## src/rtl/sha256_round_ctrl.sv

```systemverilog
// SHA-256 block controller: owns a..h, K ROM, 16-word W window and H0..H7; drives external T1/T2 datapaths.
// Latency: run at cycle N -> words N+1..N+16, rounds N+17..N+80, FINAL N+81, digest_valid from N+82.
// Backpressure: msg_valid low stalls LOAD; digest held until digest_ready. SHA256_CHAIN_EN lets first=0 chain from H.
module sha256_round_ctrl #(
    parameter int DATA_W = 32
) (
    input  logic                clk,
    input  logic                rst,
    input  logic                run,
    input  logic                first,
    input  logic                msg_valid,
    output logic                msg_ready,
    input  logic [DATA_W-1:0]   msg_data,
    output logic [DATA_W-1:0]   e_o,
    output logic [DATA_W-1:0]   f_o,
    output logic [DATA_W-1:0]   g_o,
    output logic [DATA_W-1:0]   h_o,
    output logic [DATA_W-1:0]   k_o,
    output logic [DATA_W-1:0]   w_o,
    output logic [DATA_W-1:0]   a_o,
    output logic [DATA_W-1:0]   b_o,
    output logic [DATA_W-1:0]   c_o,
    input  logic [DATA_W-1:0]   t1_i,
    input  logic [DATA_W-1:0]   t2_i,
    output logic                dp_run,
    output logic                busy,
    output logic [8*DATA_W-1:0] digest,
    output logic                digest_valid,
    input  logic                digest_ready
);
    typedef enum logic [2:0] {IDLE, LOAD, ROUND, FINAL, OUT} state_t;

    localparam logic [0:7][31:0] IV = {
        32'h6a09e667, 32'hbb67ae85, 32'h3c6ef372, 32'ha54ff53a,
        32'h510e527f, 32'h9b05688c, 32'h1f83d9ab, 32'h5be0cd19};

    localparam logic [0:63][31:0] K_ROM = {
        32'h428a2f98, 32'h71374491, 32'hb5c0fbcf, 32'he9b5dba5, 32'h3956c25b, 32'h59f111f1, 32'h923f82a4, 32'hab1c5ed5,
        32'hd807aa98, 32'h12835b01, 32'h243185be, 32'h550c7dc3, 32'h72be5d74, 32'h80deb1fe, 32'h9bdc06a7, 32'hc19bf174,
        32'he49b69c1, 32'hefbe4786, 32'h0fc19dc6, 32'h240ca1cc, 32'h2de92c6f, 32'h4a7484aa, 32'h5cb0a9dc, 32'h76f988da,
        32'h983e5152, 32'ha831c66d, 32'hb00327c8, 32'hbf597fc7, 32'hc6e00bf3, 32'hd5a79147, 32'h06ca6351, 32'h14292967,
        32'h27b70a85, 32'h2e1b2138, 32'h4d2c6dfc, 32'h53380d13, 32'h650a7354, 32'h766a0abb, 32'h81c2c92e, 32'h92722c85,
        32'ha2bfe8a1, 32'ha81a664b, 32'hc24b8b70, 32'hc76c51a3, 32'hd192e819, 32'hd6990624, 32'hf40e3585, 32'h106aa070,
        32'h19a4c116, 32'h1e376c08, 32'h2748774c, 32'h34b0bcb5, 32'h391c0cb3, 32'h4ed8aa4a, 32'h5b9cca4f, 32'h682e6ff3,
        32'h748f82ee, 32'h78a5636f, 32'h84c87814, 32'h8cc70208, 32'h90befffa, 32'ha4506ceb, 32'hbef9a3f7, 32'hc67178f2};

    function automatic logic [31:0] rotr(input logic [31:0] x, input int n);
        return (x >> n) | (x << (32 - n));
    endfunction

    function automatic logic [31:0] ssig0(input logic [31:0] x);
        return rotr(x, 7) ^ rotr(x, 18) ^ (x >> 3);
    endfunction

    function automatic logic [31:0] ssig1(input logic [31:0] x);
        return rotr(x, 17) ^ rotr(x, 19) ^ (x >> 10);
    endfunction

    state_t             state, state_nxt;
    logic [31:0]        wv  [8];   // working variables, 0 = a .. 7 = h
    logic [31:0]        hs  [8];
    logic [31:0]        win [16];
    logic [3:0]         load_cnt;
    logic [5:0]         rnd_cnt;
    logic [255:0]       digest_q;
    logic [0:7][31:0]   h_sum;
    logic [31:0]        w_next;
    logic               use_iv;

`ifdef SHA256_CHAIN_EN
    assign use_iv = first;
`else
    assign use_iv = 1'b1;
    logic unused_first;
    assign unused_first = first;
`endif

    assign w_next = ssig1(win[14]) + win[9] + ssig0(win[1]) + win[0];

    always_comb begin
        for (int i = 0; i < 8; i++) h_sum[i] = hs[i] + wv[i];
    end

    always_ff @(posedge clk) begin
        if (rst) state <= IDLE;
        else     state <= state_nxt;
    end

    always_comb begin
        state_nxt    = state;
        msg_ready    = 1'b0;
        dp_run       = 1'b0;
        busy         = 1'b1;
        digest_valid = 1'b0;
        case (state)
            IDLE: begin
                busy = 1'b0;
                if (run) state_nxt = LOAD;
            end
            LOAD: begin
                msg_ready = 1'b1;
                if (msg_valid && load_cnt == 4'd15) state_nxt = ROUND;
            end
            ROUND: begin
                dp_run = 1'b1;
                if (rnd_cnt == 6'd63) state_nxt = FINAL;
            end
            FINAL: state_nxt = OUT;
            OUT: begin
                digest_valid = 1'b1;
                if (digest_ready) state_nxt = IDLE;
            end
            default: state_nxt = IDLE;
        endcase
    end

    always_ff @(posedge clk) begin
        if (rst) begin
            for (int i = 0; i < 8; i++) begin
                wv[i] <= '0;
                hs[i] <= IV[i];
            end
            for (int i = 0; i < 16; i++) win[i] <= '0;
            load_cnt <= '0;
            rnd_cnt  <= '0;
            digest_q <= IV;
        end else begin
            case (state)
                IDLE: if (run) begin
                    load_cnt <= '0;
                    for (int i = 0; i < 8; i++) begin
                        wv[i] <= use_iv ? IV[i] : hs[i];
                        if (use_iv) hs[i] <= IV[i];
                    end
                end
                LOAD: if (msg_valid) begin
                    for (int i = 0; i < 15; i++) win[i] <= win[i+1];
                    win[15]  <= msg_data;
                    load_cnt <= load_cnt + 4'd1;
                    rnd_cnt  <= '0;
                end
                ROUND: begin
                    wv[7] <= wv[6];
                    wv[6] <= wv[5];
                    wv[5] <= wv[4];
                    wv[4] <= wv[3] + t1_i;
                    wv[3] <= wv[2];
                    wv[2] <= wv[1];
                    wv[1] <= wv[0];
                    wv[0] <= t1_i + t2_i;
                    for (int i = 0; i < 15; i++) win[i] <= win[i+1];
                    win[15] <= w_next;
                    rnd_cnt <= rnd_cnt + 6'd1;
                end
                FINAL: begin
                    for (int i = 0; i < 8; i++) hs[i] <= h_sum[i];
                    digest_q <= h_sum;
                end
                default: ;
            endcase
        end
    end

    assign a_o    = wv[0];
    assign b_o    = wv[1];
    assign c_o    = wv[2];
    assign e_o    = wv[4];
    assign f_o    = wv[5];
    assign g_o    = wv[6];
    assign h_o    = wv[7];
    assign k_o    = (state == ROUND) ? K_ROM[rnd_cnt] : K_ROM[0];
    assign w_o    = win[0];
    assign digest = digest_q;
endmodule

```

## config.mk

```make
export PLATFORM = sky130hd
export DESIGN_NAME = sha256_round_ctrl
export DESIGN_NICKNAME = d
export VERILOG_FILES = /design/src/rtl/sha256_round_ctrl.sv
export SDC_FILE = /design/constraint.sdc
export NUM_CORES = 2
export LEC_CHECK = 0
export ABC_AREA = 0
export CORE_UTILIZATION = 46
export CTS_CLUSTER_DIAMETER = 80
export CTS_CLUSTER_SIZE = 25
export DETAILED_ROUTE_END_ITERATION = 10
export PLACE_DENSITY = 0.79
export SLEW_MARGIN = 40
export SYNTH_ARGS = -nofsm -noshare
export SYNTH_HDL_FRONTEND = slang
export SYNTH_SLANG_ARGS = --single-unit
```

## constraint.sdc

```tcl
create_clock -name clk -period 7.65 [get_ports clk]
set_clock_uncertainty 0.15 [all_clocks]
set_input_delay 1.1475 -clock clk [delete_from_list [all_inputs] [get_ports clk]]
set_output_delay 1.1475 -clock clk [all_outputs]
set_load 0.02 [all_outputs]
```

* Word level (Yosys, flattened, before mapping)
Memories as Yosys holds them, arrays and structs flattened.
Index checks and enable logic that the tools add are counted.
** Storage, ports and cells
- Memories :: 4
- Bits in writable memories :: 1024
- Input bits :: 102
- Bits in latches :: 0
- Output and inout port bits :: 548
- Memory bits (read-only) :: 2048
- Flip-flop bits (word level) :: 269
- Word-level logic and storage cells :: 211
** Memory list
- (no name shown) :: words 64, width 32, rd ports 1, clocked after memory_dff 0, write ports 0, RTL line 171 : assign k_o = (state == ROUND) ? K_ROM[rnd_cnt] : K_ROM[0];
- win :: words 16, width 32, rd ports 16, clocked after memory_dff 0, write ports 16, RTL line 62 : logic [31:0] win [16];
- hs :: words 8, width 32, rd ports 8, clocked after memory_dff 0, write ports 8, RTL line 61 : logic [31:0] hs [8];
- wv :: words 8, width 32, rd ports 8, clocked after memory_dff 0, write ports 8, RTL line 60 : logic [31:0] wv [8];
** Operators by class
- Bitwise operators :: 73
- Reduce and logical (&&, ||, !) cells :: 7
- $lt $le $gt $ge :: 1
- $mul :: 0
- Eq/ne operators :: 11
- Divide/modulo/power cells :: 0
- Shift operators :: 0
- Mux-type cells :: 96
- Add/sub/neg operators :: 15
** Operators by type and width (number)
- 32-bit two-way mux :: 67
- 32-bit adder :: 13
- 1-bit OR :: 64
- 32-bit XOR :: 2
- 13-bit by 32-bit OR with 32-bit output :: 1
- 14-bit by 32-bit OR with 32-bit output :: 1
- 15-bit by 32-bit OR with 32-bit output :: 1
- 25-bit by 32-bit OR with 32-bit output :: 1
- 32-bit by 22-bit XOR with 32-bit output :: 1
- 32-bit by 29-bit XOR with 32-bit output :: 1
- 1-bit two-way mux :: 19
- 3-bit case mux with 5 select lines :: 1
- 3-bit two-way mux :: 4
- 6-bit case mux with 2 select lines :: 1
- 2-bit inequality test (second input constant) :: 5
- 4-bit two-way mux :: 2
- 4-bit case mux with 2 select lines :: 1
- 7-bit >= comparator (second input constant) :: 1
- 6-bit inverter with 7-bit output :: 1
- 6-bit by 1-bit adder with 6-bit output (second input constant) :: 1
- 3-bit by 2-bit == test with 1-bit output (second input constant) :: 2
- 6-bit == test (second input constant) :: 1
- 6-bit two-way mux :: 1
- 4-bit by 1-bit adder with 4-bit output (second input constant) :: 1
- 9 further kinds :: 10

* Longest topological paths before layout
An unclocked memory read counts as a cell.
- Depth in word-level cells :: 8
- Gate-level depth with buffers :: 19
- Depth with buffers taken out :: 19

* Worst setup path after synthesis
OpenSTA, ideal clock, no wires.
- Kind :: input to register
- Start point :: input rst
- End point :: memory win[1][0], in the netlist win[0][32], enable pin
- Stages :: 5
- Setup time :: 594 ps
- Path buffers :: 3
- Data arrival time :: 6760 ps
- Data required time :: 6906 ps
- Path slack :: 146 ps
- Cell sequence :: clkbuf_1 > clkbuf_1 > clkbuf_1 > nor2_1 > nand2_1
** RTL lines
- start, declared :: RTL line 8 : input logic rst,
- end, declared :: RTL line 62

==> flow_metrics.tcl <==
set metrics [dict create \
    status "complete, no violations" \
    synth_flop_cell "edfxtp_1" \
    worst_slack_ps 1779 \
    slew_headroom_pct 38.38 \
    die_y_um 388.9 \
    fill_cells 12904 \
    drv_cap 0 \
    fin_crit_ps 5871 \
    fp.dieW_um 388.9 \
    synth_area_um2 68870 \
    syn_avg_cell_area_um2 10.54 \
    fin_setup_tns_ps 0 \
    rows 141 \
    synthTopCellsByArea "edfxtp_1 (39%), dfxtp_1 (12%), ha_1 (6.8%)" \
    wl_met3_um 25630 \
    crit_slowest_cell "o31ai_1" \
    grt_pass1_vias 48727 \
    start_util_pct 46.48 \
    wl_met1_um 88680 \
    grt_max_degree 232 \
    fmax_mhz 170.3 \
    r2r_start "win[7][18]$_DFFE_PP_" \
    yosys_warnings 0 \
    synth_top_family_by_area "compound AO/OA/AOI/OAI gates" \
    cts_root_buf "clkbuf_16" \
    grt_pass1_wl_um 326800 \
    tightest_slew_ps 921.0 \
    overflow 0 \
    num_vias 51542 \
    synth_nets 7083 \
    core_um2 148200 \
    grt_antenna_before_repair 24 \
    ys_ff_latch 1293 \
    ant_nets 0 \
    clock-sinks 1293 \
    clk_pin_slew_ps 100 \
    syn_to_final_growth_pct 13.21 \
    synth-simple-area-share_pct 13.91 \
    start_kind "register" \
    required_ps 7940 \
    clockBufferDepth 3 \
    cts_resized 0 \
    synth-compound-area-share_pct 15.45 \
    min_period_over_period_pct 76.74 \
    utilization_pct 52.62 \
    end_kind "register" \
    crit_path_start "win[7][18]$_DFFE_PP_" \
    yosysTopAreaCell "edfxtp_1" \
    synthCells 6535 \
    final-seq-area_um2 34860 \
    portBuffers 648 \
    reg2reg_depth 19 \
    die_area_um2 151300 \
    cp.depth 19 \
    place_hpwl_um 167700 \
    synthAdderAreaFrac_pct 8.909 \
    synth-edff-count 896 \
    worstPathArrival_ps 6160 \
    path_class "reg -> reg" \
    synth_top_area_share_pct 39.06 \
    slowest_delay_ps 710 \
    crit_chain "xnor2_1 -> xnor2_1 -> fa_1 -> inv_1 -> fa_1 -> inv_1 -> ha_1 -> inv_1 -> fa_1 -> nor2b_1 -> o21ai_0 -> a21o_1 -> a21oi_1 -> a21oi_1 -> o31ai_1 -> a211oi_1 -> o31ai_1 -> xnor2_1 -> a21oi_1" \
    cts_tree "done" \
    htree_levels 3 \
    worstHoldStart "digest[242]$_SDFFE_PP0P_" \
    min_delay_path_depth 2 \
    seq_area_frac_synth_pct 50.60 \
    finalWirelength_um 227000 \
    final_cell_mix "edfxtp_1 (896), clkdlybuf4s50_1 (647), nand2_1 (599)" \
    clock_latency_ps 730 \
    multi_input_area_um2 30260 \
    nets 7313 \
    drc 0 \
    cts_setup_buffers 0 \
    drive_gt1_share_pct 3.490 \
    slew_violations 0 \
    power_per_cell_area_nw_per_um2 263.7 \
    firstDrtPassIters 6 \
    path_buf_inv 3 \
    synth.distinct_cells 90 \
    routedWlPerCell_um 25.91 \
    rsz0062_at_grt "false" \
    hold_violations 0 \
    dr_wl_met2_um 100300 \
    path_delay_family "compound AO/OA/AOI/OAI gates" \
    grt.total_usage_pct 29.13 \
    pin_count 650 \
    final_common_cell "edfxtp_1" \
    numCtsBuffers 73 \
    cellLeakagePower_nw 31.14 \
    worst-path-max-fanout 4 \
    synth_xor_area_share_pct 5.061 \
    ir_drop_uv 203.1 \
    routabilityCongestion 0.9937 \
    viasPerCell 5.883 \
    synthMuxAreaShare_pct 0.3324 \
    synthArstFlopShare_pct 0 \
    min_path_type "reg -> reg" \
    dr.max_layer_used "met5" \
    hold_buffers 0 \
    setup_viol 0 \
    drt_iter0_markers 5222 \
    post-place-ws_ps 1924 \
]
## cell usage after synthesis (11+ instances only)
cell type  count
fa_1          74
a311oi_1      11
nor2b_1      198
nor2_1       401
a21o_1       271
nand3b_1      11
a41oi_1       13
o21bai_1      49
o211ai_1      46
mux2i_1       15
and3_1        75
o22ai_1       40
a22o_1        34
nand2_1      611
or3_1         27
clkbuf_1     255
nor4_1        11
and2_1       346
a22oi_1       13
a31oi_1       72
o21a_1       136
o21ai_0      289
nor3b_1       11
xnor2_1      268
nand2b_1      47
inv_1        247
buf_1         32
buf_4        257
nand4_1       32
ha_1         372
nand3_1       79
a21oi_1      432
a211oi_1      65
o31ai_1       27
nor3_1        78
dfxtp_1      397
edfxtp_1     896
xor2_1       130
## worst reg2reg max path: cells and delay by family, from the launching register on
| family | cells | cell delay [ps] |
|---|---|---|
| fa+ha+maj | 4 | 1480 |
| buf+inv | 3 | 200 |
| flops | 1 | 520 |
| simple gates | 1 | 160 |
| compound gates | 8 | 2310 |
| xor+xnor | 3 | 810 |
## state kept, by name (all words and copies together), names as in the netlist
| signal | count |
|---|---|
| state | 3 |
| win | 512 |
| hs | 256 |
| load_cnt | 4 |
| rnd_cnt | 6 |
| digest | 256 |
| wv | 256 |
## metal layers
metal	global-route usage, %	vias up
met5	0	-
met2	44.82	2485
met1	37.82	25111
li1	-	23453
met4	13.83	24
met3	8.244	469
## per-stage QoR
stage | hold slack (ps) | power, mW | std cells | cell area, µm²
after global routing | 327.8 | 21.50 | 8750 | 77950
final | 301.4 | 20.56 | 8761 | 77970
after floorplan | 289.8 | 13.86 | 6535 | 68870
after detailed placement | 289.1 | 15.97 | 8619 | 75410
after global placement | 283.6 | 15.86 | 8618 | 75350
after CTS | 305.0 | 20.52 | 8749 | 77900
## cell type report
cell class / instances / share of cell area [%]
Antenna cell: 11 / 0.03530
Clock buffer: 93 / 2.547
Clock inverter: 37 / 0.6451
Inverter: 250 / 1.223
Multi-Input combinational cell: 4447 / 38.81
Sequential cell: 1293 / 44.71
Tap cell: 1930 / 3.097
Timing Repair Buffer: 700 / 8.936
## worst paths after layout
| path | slack [ps] | endpoint |
|---|---|---|
| worst min register to register | 300 | digest[242]$_SDFFE_PP0P_ |
| worst min-delay path | 300 | digest[242]$_SDFFE_PP0P_ |
| worst max-delay path | 1780 | win[7][63]$_DFFE_PP_ |
| worst max register to register | 1780 | win[7][63]$_DFFE_PP_ |
## cells by family after synthesis
logic type | after synthesis
compound gates | 1629
xor+xnor | 398
fa+ha+maj | 446
buf+inv | 795
flops | 1293
mux | 19
simple gates | 1955
## where the power goes
part,switching (mW),total [mW],internal [mW]
sequential,0.727,8.97,8.24
clock,2.59,4.57,1.98
combinational,4.20,7.02,2.82
total,7.53,20.6,13.0
Power figures use the tool's default switching activity.
